File: src/rtl/digit_serializer_pkg.sv
`default_nettype none
// ============================================================================
//  Module   : digit_serializer_pkg
//  Purpose  : Shared constants, state encoding and per-base digit geometry
//             for the digit serializer and its shift register.
//  Contents : BASE_* encodings, state_t, digit_width(), digit_count()
//  Revision : 1.0  initial release
// ============================================================================
package digit_serializer_pkg;

   localparam logic [1:0] BASE_BIN = 2'b00;
   localparam logic [1:0] BASE_OCT = 2'b01;
   localparam logic [1:0] BASE_HEX = 2'b10;

   typedef enum logic [0:0] {
      ST_IDLE = 1'b0,
      ST_EMIT = 1'b1
   } state_t;

   // Bits per digit for a captured base code (reserved 11 behaves as hex).
   function automatic int unsigned digit_width(input logic [1:0] base);
      case (base)
         BASE_BIN: return 1;
         BASE_OCT: return 3;
         default:  return 4;
      endcase
   endfunction

   // Digits needed to cover a data_w-bit operand in the given base.
   function automatic int unsigned digit_count(input int unsigned data_w,
                                               input logic [1:0]  base);
      return data_w / digit_width(base);
   endfunction

endpackage : digit_serializer_pkg
`default_nettype wire

File: src/rtl/digit_shift_reg.sv
`default_nettype none
// ============================================================================
//  Module   : digit_shift_reg
//  Purpose  : DATA_W-bit loadable left-shift register; shift distance is the
//             digit width of the selected base (1, 3 or 4), zero fill.
//  Ports    : clk, rst (async, active-high)
//             load / load_data  : parallel load (has priority over shift)
//             shift / shift_sel : shift left by digit_width(shift_sel)
//             data              : current register contents
//  Revision : 1.0  initial release
// ============================================================================
module digit_shift_reg
   import digit_serializer_pkg::*;
#(
   parameter int DATA_W = 12
) (
   input  logic              clk,
   input  logic              rst,
   input  logic              load,
   input  logic [DATA_W-1:0] load_data,
   input  logic              shift,
   input  logic [1:0]        shift_sel,
   output logic [DATA_W-1:0] data
);

   logic [DATA_W-1:0] data_q;
   logic [DATA_W-1:0] data_d;

   always_comb begin
      data_d = data_q;
      if (load) begin
         data_d = load_data;
      end else if (shift) begin
         case (shift_sel)
            BASE_BIN: data_d = data_q << 1;
            BASE_OCT: data_d = data_q << 3;
            default:  data_d = data_q << 4;
         endcase
      end
   end

   always_ff @(posedge clk or posedge rst) begin
      if (rst) begin
         data_q <= '0;
      end else begin
         data_q <= data_d;
      end
   end

   assign data = data_q;

endmodule : digit_shift_reg
`default_nettype wire

File: src/rtl/digit_serializer.sv
`default_nettype none
// ============================================================================
//  Module   : digit_serializer
//  Purpose  : Captures one DATA_W-bit operand and drains it one digit per
//             valid/ready handshake, MSD first, in binary, octal or hex.
//  Ports    : clk, rst (async, active-high)
//             load_valid/load_ready, data_in, base_sel : operand capture
//             digit, digit_valid, digit_ready          : digit stream
//             digit_last, digit_index                  : stream position
//  Notes    : DATA_W must be a multiple of 12; 2**CNT_W >= DATA_W.
//  Revision : 1.0  initial release
// ============================================================================
module digit_serializer
   import digit_serializer_pkg::*;
#(
   parameter int DATA_W = 12,
   parameter int CNT_W  = 4
) (
   input  logic              clk,
   input  logic              rst,
   input  logic              load_valid,
   output logic              load_ready,
   input  logic [DATA_W-1:0] data_in,
   input  logic [1:0]        base_sel,
   output logic [3:0]        digit,
   output logic              digit_valid,
   input  logic              digit_ready,
   output logic              digit_last,
   output logic [CNT_W-1:0]  digit_index
);

   // Starting index (digit count - 1) for each base.
   localparam logic [CNT_W-1:0] IDX_BIN = CNT_W'(digit_count(DATA_W, BASE_BIN) - 1);
   localparam logic [CNT_W-1:0] IDX_OCT = CNT_W'(digit_count(DATA_W, BASE_OCT) - 1);
   localparam logic [CNT_W-1:0] IDX_HEX = CNT_W'(digit_count(DATA_W, BASE_HEX) - 1);

   state_t            state_q, state_d;
   logic [1:0]        base_q, base_d;
   logic [CNT_W-1:0]  index_q, index_d;
   logic              sr_load;
   logic              sr_shift;
   logic [DATA_W-1:0] sr_data;
   logic [1:0]        base_cap;
   logic [3:0]        digit_raw;
   logic              handshake;

   // Reserved code 11 is folded into hex at capture so every later decode
   // only ever sees the three legal bases.
   assign base_cap = (base_sel == 2'b11) ? BASE_HEX : base_sel;

   assign digit_valid = (state_q == ST_EMIT);
   assign load_ready  = (state_q == ST_IDLE);
   assign handshake   = digit_valid && digit_ready;
   assign digit_index = index_q;
   assign digit_last  = digit_valid && (index_q == '0);

   digit_shift_reg #(
      .DATA_W (DATA_W)
   ) u_shift_reg (
      .clk       (clk),
      .rst       (rst),
      .load      (sr_load),
      .load_data (data_in),
      .shift     (sr_shift),
      .shift_sel (base_q),
      .data      (sr_data)
   );

   // The current digit always sits in the top bits of the shift register.
   always_comb begin
      case (base_q)
         BASE_BIN: digit_raw = {3'b000, sr_data[DATA_W-1]};
         BASE_OCT: digit_raw = {1'b0, sr_data[DATA_W-1 -: 3]};
         default:  digit_raw = sr_data[DATA_W-1 -: 4];
      endcase
   end

   // Masked outside EMIT so stale register contents never reach the output.
   assign digit = digit_valid ? digit_raw : 4'h0;

   always_comb begin
      state_d  = state_q;
      base_d   = base_q;
      index_d  = index_q;
      sr_load  = 1'b0;
      sr_shift = 1'b0;
      case (state_q)
         ST_IDLE: begin
            if (load_valid) begin
               sr_load = 1'b1;
               base_d  = base_cap;
               state_d = ST_EMIT;
               case (base_cap)
                  BASE_BIN: index_d = IDX_BIN;
                  BASE_OCT: index_d = IDX_OCT;
                  default:  index_d = IDX_HEX;
               endcase
            end
         end
         ST_EMIT: begin
            if (handshake) begin
               if (index_q == '0) begin
                  // Final digit taken; index already rests at 0 for IDLE.
                  state_d = ST_IDLE;
               end else begin
                  sr_shift = 1'b1;
                  index_d  = index_q - 1'b1;
               end
            end
         end
         default: state_d = ST_IDLE;
      endcase
   end

   always_ff @(posedge clk or posedge rst) begin
      if (rst) begin
         state_q <= ST_IDLE;
         base_q  <= BASE_BIN;
         index_q <= '0;
      end else begin
         state_q <= state_d;
         base_q  <= base_d;
         index_q <= index_d;
      end
   end

endmodule : digit_serializer
`default_nettype wire
File: config.mk
export PLATFORM = sky130hd
export DESIGN_NAME = digit_serializer
export DESIGN_NICKNAME = d
export VERILOG_FILES = /design/src/rtl/digit_serializer_pkg.sv /design/src/rtl/digit_shift_reg.sv /design/src/rtl/digit_serializer.sv
export SDC_FILE = /design/constraint.sdc
export NUM_CORES = 1
export LEC_CHECK = 0
export ABC_AREA = 1
export CAP_MARGIN = 20
export CORE_ASPECT_RATIO = 2
export CORE_MARGIN = 5
export CORE_UTILIZATION = 45
export CTS_CLUSTER_DIAMETER = 150
export DETAILED_ROUTE_END_ITERATION = 10
export PLACE_DENSITY = 0.77
export SYNTH_ARGS = -nofsm -noshare
export SYNTH_HDL_FRONTEND = slang
export SYNTH_SLANG_ARGS = --single-unit
export TNS_END_PERCENT = 50
File: constraint.sdc
create_clock -name clk -period 1.6 [get_ports clk]
set_input_delay 0.32 -clock clk [delete_from_list [all_inputs] [get_ports clk]]
set_output_delay 0.32 -clock clk [all_outputs]
set_load 0.01 [all_outputs]
# --- Word level (Yosys, flattened, before mapping) ---
# Cells that the tools add are included.
classes:
  n_addsub: 1
  mux: 18
  bitwise_logic: 1
  eq_ne: 6
  reduce_logical: 8
op_table:
  columns: ["operator", "count"]
  rows:
  - ["2-to-1 mux 12 bit", 2]
  - ["one-hot mux 12 bit (2 select lines)", 1]
  - ["one-hot mux 4 bit (2 select lines)", 3]
  - ["2-to-1 mux 4 bit", 4]
  - ["2-to-1 mux 1 bit", 6]
  - ["equality test 2 x 1 -> 1 bit (second input constant)", 2]
  - ["zero test 2 bit", 2]
  - ["zero test 4 bit", 1]
  - ["!= test 2 bit (second input constant)", 2]
  - ["subtractor 4 x 1 -> 4 bit (second input constant)", 1]
  - ["AND reduction 3 bit", 1]
  - ["equality test 2 bit (second input constant)", 1]
  - ["logical AND 1 bit", 2]
  - ["2-to-1 mux 2 bit", 1]
  - ["!= test 2 x 1 -> 1 bit (second input constant)", 1]
  - ["one-hot mux 1 bit (2 select lines)", 1]
  - ["AND reduction 2 bit", 1]
  - ["nonzero test 2 bit", 1]
  - ["NOT 1 bit", 1]
totals:
  ff_bits: 19
  word_cells: 38
  inputBits: 18

# --- Longest topological paths before layout ---
# Gate-level depths: netlist of run 1.
logic_depth:
  ltp_word: 6
  ltp_mapped: 8
  mapped_depth_nobuf: 7

# --- By module ---
# From an unflattened synthesis of run 1, not the netlist that was laid out.
unflattened:
  cells_unflattened: 186
  hier_area_um2: 1306.3
by_module_without_submodules:
  columns: ["module", "cells_per_inst", "area_per_inst_um2", "instances"]
  rows:
  - ["digit_shift_reg", 119, 833.3, 1]
  - ["digit_serializer", 67, 473.0, 1]

# --- Worst setup path after synthesis of run 1 ---
# Ideal clock, no wire load.
synth_timing:
  path_kind: "reg2reg"
  startpoint: "register index_q[0], in the netlist digit_index[0]"
  endpoint: "register u_shift_reg.data_q[11], in the netlist u_shift_reg.data[11]"
  slack_ns: 0.235
  arrival_ns: 1.247
  period_less_slack_ns: 1.365
  setup_ns: 0.117
  stages_incl_launch_ff: 9
  required_ns: 1.483
  n_path_buf: 1
  cell_sequence: "dfrtp_1 -> inv_1 -> ha_1 -> nand3_2 -> nand3_4 -> nand2_4 -> buf_6 -> nand3_1 -> nand2_1"
synth_between:
  elab_chain_cells: 5
synth_lines:
  columns: ["element", "line", "source"]
  rows:
  - ["start: declaration", "digit_serializer.sv:39", "logic [CNT_W-1:0] index_q, index_d;"]
  - ["start signal: assignment", "digit_serializer.sv:123", "index_q <= index_d;"]
  - ["zero test 4 bit", "digit_serializer.sv:102", "if (index_q == '0) begin"]
  - ["2-to-1 mux 1 bit", "digit_serializer.sv:102", null]
  - ["2-to-1 mux 1 bit", "digit_serializer.sv:101", "if (handshake) begin"]
  - ["2-to-1 mux 1 bit", "digit_serializer.sv:87", "case (state_q)"]
  - ["nonzero test 2 bit (no line)", null, null]
  - ["end signal: assignment", "digit_shift_reg.sv:46", "data_q <= data_d;"]
  - ["end: declaration", "digit_shift_reg.sv:26", "logic [DATA_W-1:0] data_q;"]
# Every way passes these cells.
# A chain may end at the register's enable or synchronous reset.

# --- Final worst setup path of run 1 ---
layout_timing:
  startpoint: "register base_q[1]"
  endpoint: "output digit[0]"
layout_between:
  elab_chain_cells: 3
  word_cells_on_any_way: 4
  cone_classes: "eq/ne: 1; mux: 2; reduce/logical: 1"
layout_lines:
  columns: ["element", "line", "source"]
  rows:
  - ["start: declaration", "digit_serializer.sv:38", "logic [1:0] base_q, base_d;"]
  - ["start signal: assignment", "digit_serializer.sv:122", "base_q <= base_d;"]
  - ["equality test 2 x 1 -> 1 bit / zero test 2 bit (equally long branches)", "digit_serializer.sv:71", "case (base_q)"]
  - ["one-hot mux 4 bit (2 select lines) *", "digit_serializer.sv:71", null]
  - ["2-to-1 mux 4 bit *", "digit_serializer.sv:79", "assign digit = digit_valid ? digit_raw : 4'h0;"]
  - ["end: declaration", "digit_serializer.sv:25", "output logic [3:0] digit,"]
# Every way passes the cells marked *; elsewhere a longest branch is shown, timed or not.

==> impl_metrics.ini, run 1 <==
[finish]
finalNetCount = 234
n_antenna_cell = 0
stdcell_count = 243
final_layout_size_suffix_gt1_share_pct = 21.0
area_growth_pct = 36.3
fillCellCount = 252

[logic_synthesis]
postSynth.asyncResetShare_pct = 100
yosys.cell_count.top_type = sky130_fd_sc_hd__nand2_1
synthesis.yosys.warnings = 0
most_area_consuming_cells_after_synthesis = sky130_fd_sc_hd__dfrtp_1, sky130_fd_sc_hd__nand2_1, sky130_fd_sc_hd__nand3_1, sky130_fd_sc_hd__nand4_1, sky130_fd_sc_hd__inv_1
syn_nets = 190
post-synth-top-area-fraction_pct = 38.4
synth_edf_count = 0
ys_top_cells_by_count = sky130_fd_sc_hd__nand2_1, sky130_fd_sc_hd__nand3_1, sky130_fd_sc_hd__dfrtp_1, sky130_fd_sc_hd__inv_1, sky130_fd_sc_hd__nand4_1
yosysUniqueCellTypes = 24
postSynthCellCount = 171
synth.largest_area_cell = sky130_fd_sc_hd__dfrtp_1
ys_seq_area_share_pct = 38.4
synthesis.area_mm2 = 0.00124
synth-seq-cells = 19
synth_ff_type = sky130_fd_sc_hd__dfrtp_1
synthesis.area_per_instance_um2 = 7.24

[floorplan]
die_x_um = 47.1
fp.coreArea_mm2 = 0.00270
initial_standard_cell_utilization_of_the_core_pct = 45.8
floorplan.io_pins = 29
num_rows = 27
die_height_um = 84.2
dieArea_mm2 = 0.00397

[timing]
worst-slew-pin-transition_ns = 0.263
postLayoutSetupSlackWorst_ns = 0.0211
skew_ns = 0.00726
setup_viol_count_final = 0
final-hold-violation-count = 0
slew_violations = 0
final.setup.tns_ns = 0
max_slew_headroom_pct = 82.5
period_share_pct = 98.7
rsz0062_at_grt = yes
min_period_ns = 1.58
fmax_mhz = 633

[setup_path]
end_kind = output port
cp-startpoint = base_q[1]
crit_required_ns = 1.28
path_cells = nor2_1 -> buf_4 -> nand2_1 -> nand3_1 -> nand2_1 -> inv_1 -> buf_2
timing.critical_path.slowest_stage_cell = sky130_fd_sc_hd__dfrtp_1
cp-start-kind = flop
criticalPathCategory = flop to output port
timing.critical_path.fanout_max = 4
worst_path_largest_cell_delay_ns = 0.43
critPathTopFamily = flip-flops
critPathArrivalTime_ns = 1.26
cp_common_cell = sky130_fd_sc_hd__nand2_1
worstReg2RegStart = digit_index[1]
critical_path_buf_inv_count = 3

[cts]
tritoncts = done
cts-htree-levels = 1
clk_latency_ns = 0.27
cts_sinks = 19
cts_hold_repair.buffers = 0
clockBufferDepth = 2
number_of_clock_buffers_inserted_by_tritoncts = 3
worst_setup_hold_path_clk_slew_ns = 0.08
clockRootBuffer = sky130_fd_sc_hd__clkbuf_8

[placement]
dpl.cell_count = 238
place_congestion = 0.822
placement.io_buffers = 28
post_placement_setup_slack_ns = -0.0912
half_perimeter_wire_length_of_the_detailed_placement_result_mm = 2.56

[outcome]
run_status = finished, final reports clean

[global_routing]
grt_pass1_wl_mm = 5.89
number_of_antenna_violations_at_the_first_check_in_global_routing = 0
global_route.overflow_total = 0
grt.total_usage_pct = 19.9
vias_in_the_first_global_route = 1384
grt_start_max_net_pins = 21

[detailed_routing]
wl_per_cell_um = 14.4
first_pass_iters = 5
post-route-drc-count = 0
route.final.wire_length_mm = 3.51
via_count = 1322
initialDrtViolationCount = 65
routed_via_count_divided_by_cell_count = 5.44
postRouteAntennaNets = 0

[power]
power_density_mw_per_mm2 = 1780
ir_drop_uv = 1140
total_power_uw = 3010
power_leakage_uw = 0.000860

[hold_path]
min_path_type = input port to async pin

[job]
maxCapViolCount = 0
-- flip-flops by register name, summed over array words and instances, names as in the netlist --
name / count
base_q: 2
digit_valid: 1
digit_index: 4
u_shift_reg.data: 12
-- metrics by stage --
stage	hold slack, ns	cell area [um^2]	utilization, %
detailed placement	0.550	1630	60.4
global route	0.416	1690	62.5
floorplan	0.271	1240	-
finish	0.378	1690	62.5
global placement	0.539	1630	60.4
CTS	0.390	1660	61.6
-- what timing repair did --
action,in CTS,in global routing
resized for setup,23,10
endpoints found under the setup margin,8,18
pin swaps,1,1
buffers inserted,1,0
hold endpoints to repair,0,0
-- worst min-delay path: cells and delay by family --
family | cells | cell delay [ns]
buffers and inverters | 3 | 0.71
-- layout make-up --
type	instances	area, um^2	area share (%)
repair buffers	48	413	24.5
clock buffers	4	45.0	2.67
flip-flops and latches	19	477	28.2
inverters	12	52.6	3.11
well taps	29	36.3	2.15
multi-input cells	131	664	39.4
-- report_power, final --
part	internal (uW)	switching (uW)	leakage, uW
Sequential	681	207	0.000244
Clock	178	171	0.0000228
Combinational	803	966	0.000593
Total	1660	1340	0.000860
-- final timing paths --
kind,endpoint,slack (ns),cells past startpoint
min in group clk,digit_index[2],0.57,2
min reg2reg,digit_index[2],0.57,2
max in group asynchronous,digit_valid,1.00,3
min,digit_index[1],0.38,3
max reg2reg,u_shift_reg.data[7],0.15,8
max,digit[0],0.02,7
-- layer usage --
metal / GRT usage, % / part of all wire (%) / vias up
met4: 12.1 / 3.3 / 0
met1: 21.3 / 35 / 624
met5: 0 / 0 / -
met2: 34.1 / 58 / 43
met3: 2.58 / 3.9 / 13
li1: - / - / 642
-- logic make-up after synthesis --
group                      after synthesis  share of synthesized area, %
buffers and inverters                   21                          9.49
AOI/OAI and AO/OA                        9                          4.14
DFF                                     19                          38.4
xor gates and xnor gates                 1                         0.707
adders and majority gates                1                          1.01
and+or+nand+nor                        120                          46.3
-- cells in the final DEF (no fill, tap or decap), drive strengths merged --
| cell | synthesis | final |
|---|---|---|
| clkdlybuf4s50 | 0 | 17 |
| xnor2 | 1 | 1 |
| ha | 1 | 1 |
| dlymetal6s2s | 0 | 2 |
| or2 | 9 | 9 |
| clkbuf | 1 | 4 |
| dlygate4sd2 | 0 | 3 |
| clkdlybuf4s15 | 0 | 1 |
| o21a | 1 | 1 |
| nand2 | 67 | 67 |
| inv | 12 | 12 |
| nand4 | 8 | 8 |
| buf | 8 | 25 |
| nand3 | 31 | 31 |
| nor2 | 5 | 5 |
| o21ai | 3 | 3 |
| dfrtp | 19 | 19 |
| o22ai | 3 | 3 |
| a21oi | 2 | 2 |
Note: power is estimated with default switching activity, not from simulation.
==> inputs of run 2 (changes only) <==
Settings changed: SKIP_CTS_REPAIR_TIMING set to 1.
==> impl_metrics.ini, run 2 (synthesis results as in run 1) <==
[outcome]
run_status = finished, final reports clean

[finish]
finalNetCount = 233
postLayoutCoreUtil_pct = 62.6
n_antenna_cell = 0
final_layout_size_suffix_gt1_share_pct = 20.2
fillCellCount = 250
seq_area_um2 = 477
area_growth_pct = 36.7
non_filler_cell_area_final_mm2 = 0.00169
layout_common_cells = sky130_fd_sc_hd__nand2_1, sky130_fd_sc_hd__nand3_1, sky130_fd_sc_hd__buf_4
most_common_library_cell_in_the_layout_ignoring_fill_and_taps = sky130_fd_sc_hd__nand2_1
area_of_the_multi_input_gates_um2 = 667
largest_reg_flops = 12

[detailed_routing]
first_pass_iters = 4
via_count = 1331
wl_per_cell_um = 14.5
postRouteAntennaNets = 0
route.final.wire_length_mm = 3.52
post-route-drc-count = 0
initialDrtViolationCount = 43
routed_via_count_divided_by_cell_count = 5.50

[floorplan]
fp.coreArea_mm2 = 0.00270
die_height_um = 84.2
die_x_um = 47.1
initial_standard_cell_utilization_of_the_core_pct = 45.8
floorplan.io_pins = 29
num_rows = 27
dieArea_mm2 = 0.00397

[placement]
dpl-instance-area_mm2 = 0.00163
placement.io_buffers = 28
half_perimeter_wire_length_of_the_detailed_placement_result_mm = 2.56
place_congestion = 0.822

[setup_path]
cp_common_cell = sky130_fd_sc_hd__nand2_1
end_kind = output port
critPathArrivalTime_ns = 1.26
regToRegSetupSlack_ns = 0.13
critical_path_buf_inv_count = 3
worstReg2RegStart = digit_index[0]
path_cells = nor2_1 -> buf_4 -> nand2_1 -> nand3_1 -> nand2_1 -> inv_1 -> clkbuf_2
timing.critical_path.fanout_max = 4
timing.critical_path.slowest_stage_cell = sky130_fd_sc_hd__dfrtp_1
worstReg2RegEnd = u_shift_reg.data[7]
worst_path_largest_cell_delay_ns = 0.42
criticalPathCategory = flop to output port
critPathTopFamily = flip-flops
cp-start-kind = flop
r2r.worst_path.cells = 8
crit_required_ns = 1.28

[cts]
worst_setup_hold_path_clk_slew_ns = 0.08
cts-htree-levels = 1
clk_latency_ns = 0.27
number_of_clock_buffers_inserted_by_tritoncts = 3
clockBufferDepth = 2
clockRootBuffer = sky130_fd_sc_hd__clkbuf_8
tritoncts = done
cts_sinks = 19

[timing]
setup_viol_count_final = 0
max_slew_headroom_pct = 82.3
final-hold-violation-count = 0
min_period_ns = 1.58
rsz0062_at_grt = yes
fmax_mhz = 631
slew_violations = 0
worst-slew-pin-transition_ns = 0.266
skew_ns = 0.00758
period_share_pct = 99.0

[power]
ir_drop_uv = 1160
power_density_mw_per_mm2 = 1770
power_leakage_uw = 0.000899

[global_routing]
global_route.overflow_total = 0
grt_pass1_wl_mm = 5.80
vias_in_the_first_global_route = 1373
number_of_antenna_violations_at_the_first_check_in_global_routing = 0
grt.total_usage_pct = 19.7
grt_start_max_net_pins = 21

[hold_path]
min_path_type = input port to async pin

[job]
maxCapViolCount = 0
## run 2: cell types whose count changed in the layout (fill, tap and decap cells not counted), moves of 2 or more
cell | before | now
sky130_fd_sc_hd__buf_2 | 4 | 2
sky130_fd_sc_hd__clkbuf_2 | 0 | 2
sky130_fd_sc_hd__dlygate4sd2_1 | 3 | 0
sky130_fd_sc_hd__dlymetal6s2s_1 | 2 | 6
sky130_fd_sc_hd__inv_1 | 7 | 9
sky130_fd_sc_hd__inv_2 | 4 | 2
sky130_fd_sc_hd__nand2_1 | 65 | 63
sky130_fd_sc_hd__nand2_2 | 0 | 2
## run 2: report_power, final
part | switching, uW | total (uW) | internal (uW)
Clock | 171 | 349 | 178
Sequential | 205 | 886 | 680
Combinational | 970 | 1760 | 794
Total | 1350 | 3000 | 1650
## run 2: cell type report
class                   count  share of cell area (%)
multi-input cells         131                    39.4
repair buffers             47                    24.5
flip-flops and latches     19                    28.2
clock buffers               4                    2.66
inverters                  12                    3.10
well taps                  29                    2.14
## run 2: worst register-to-register path, delay by kind of cell (launching register included)
kind / cells / cell delay (ns)
buffers and inverters: 3 / 0.40
and+or+nand+nor: 4 / 0.38
adders and majority gates: 1 / 0.22
DFF: 1 / 0.36
## run 2: layer usage
metal	up-vias	share of wire (%)	GRT usage (%)	wire, um
li1	639	-	-	-
met3	13	2.8	2.58	99
met2	36	58	34.2	2040
met5	-	0	0	0
met4	0	3.5	11.3	122
met1	643	36	20.8	1260
## run 2: worst max-delay path by stage
stage | slack (ns) | start | endpoint | depth (start not counted)
6_report | 0.02 | base_q[1] | digit[0] | 7
3_3_place_gp | -0.06 | base_q[1] | digit[0] | 7
4_1_cts | -0.40 | base_q[1] | digit[2] | 5
2_1_floorplan | 0.24 | digit_index[0] | u_shift_reg.data[11] | 8
3_5_place_dp | -0.09 | base_q[1] | digit[2] | 5
5_1_grt | -0.09 | digit_index[0] | digit_last | 5
## run 2: through the flow
stage          hold slack [ns]  setup TNS [ns]  total power, uW  std cells  setup slack, ns
3_5_place_dp             0.550          -0.357             2650        238          -0.0912
5_1_grt                  0.416          -0.241             3240        242          -0.0881
6_report                 0.381               0             3000        242           0.0155
4_1_cts                  0.390           -2.09             3010        242           -0.399
2_1_floorplan            0.271               0             1910        171            0.235
3_3_place_gp             0.539          -0.211             2580        238          -0.0645
==> inputs of run 3 (changes only) <==
Settings changed: CTS_CLUSTER_DIAMETER 150 to not set.
==> results of run 3 <==
Same layout as run 2: the final DEF is identical, and so are final timing and power.
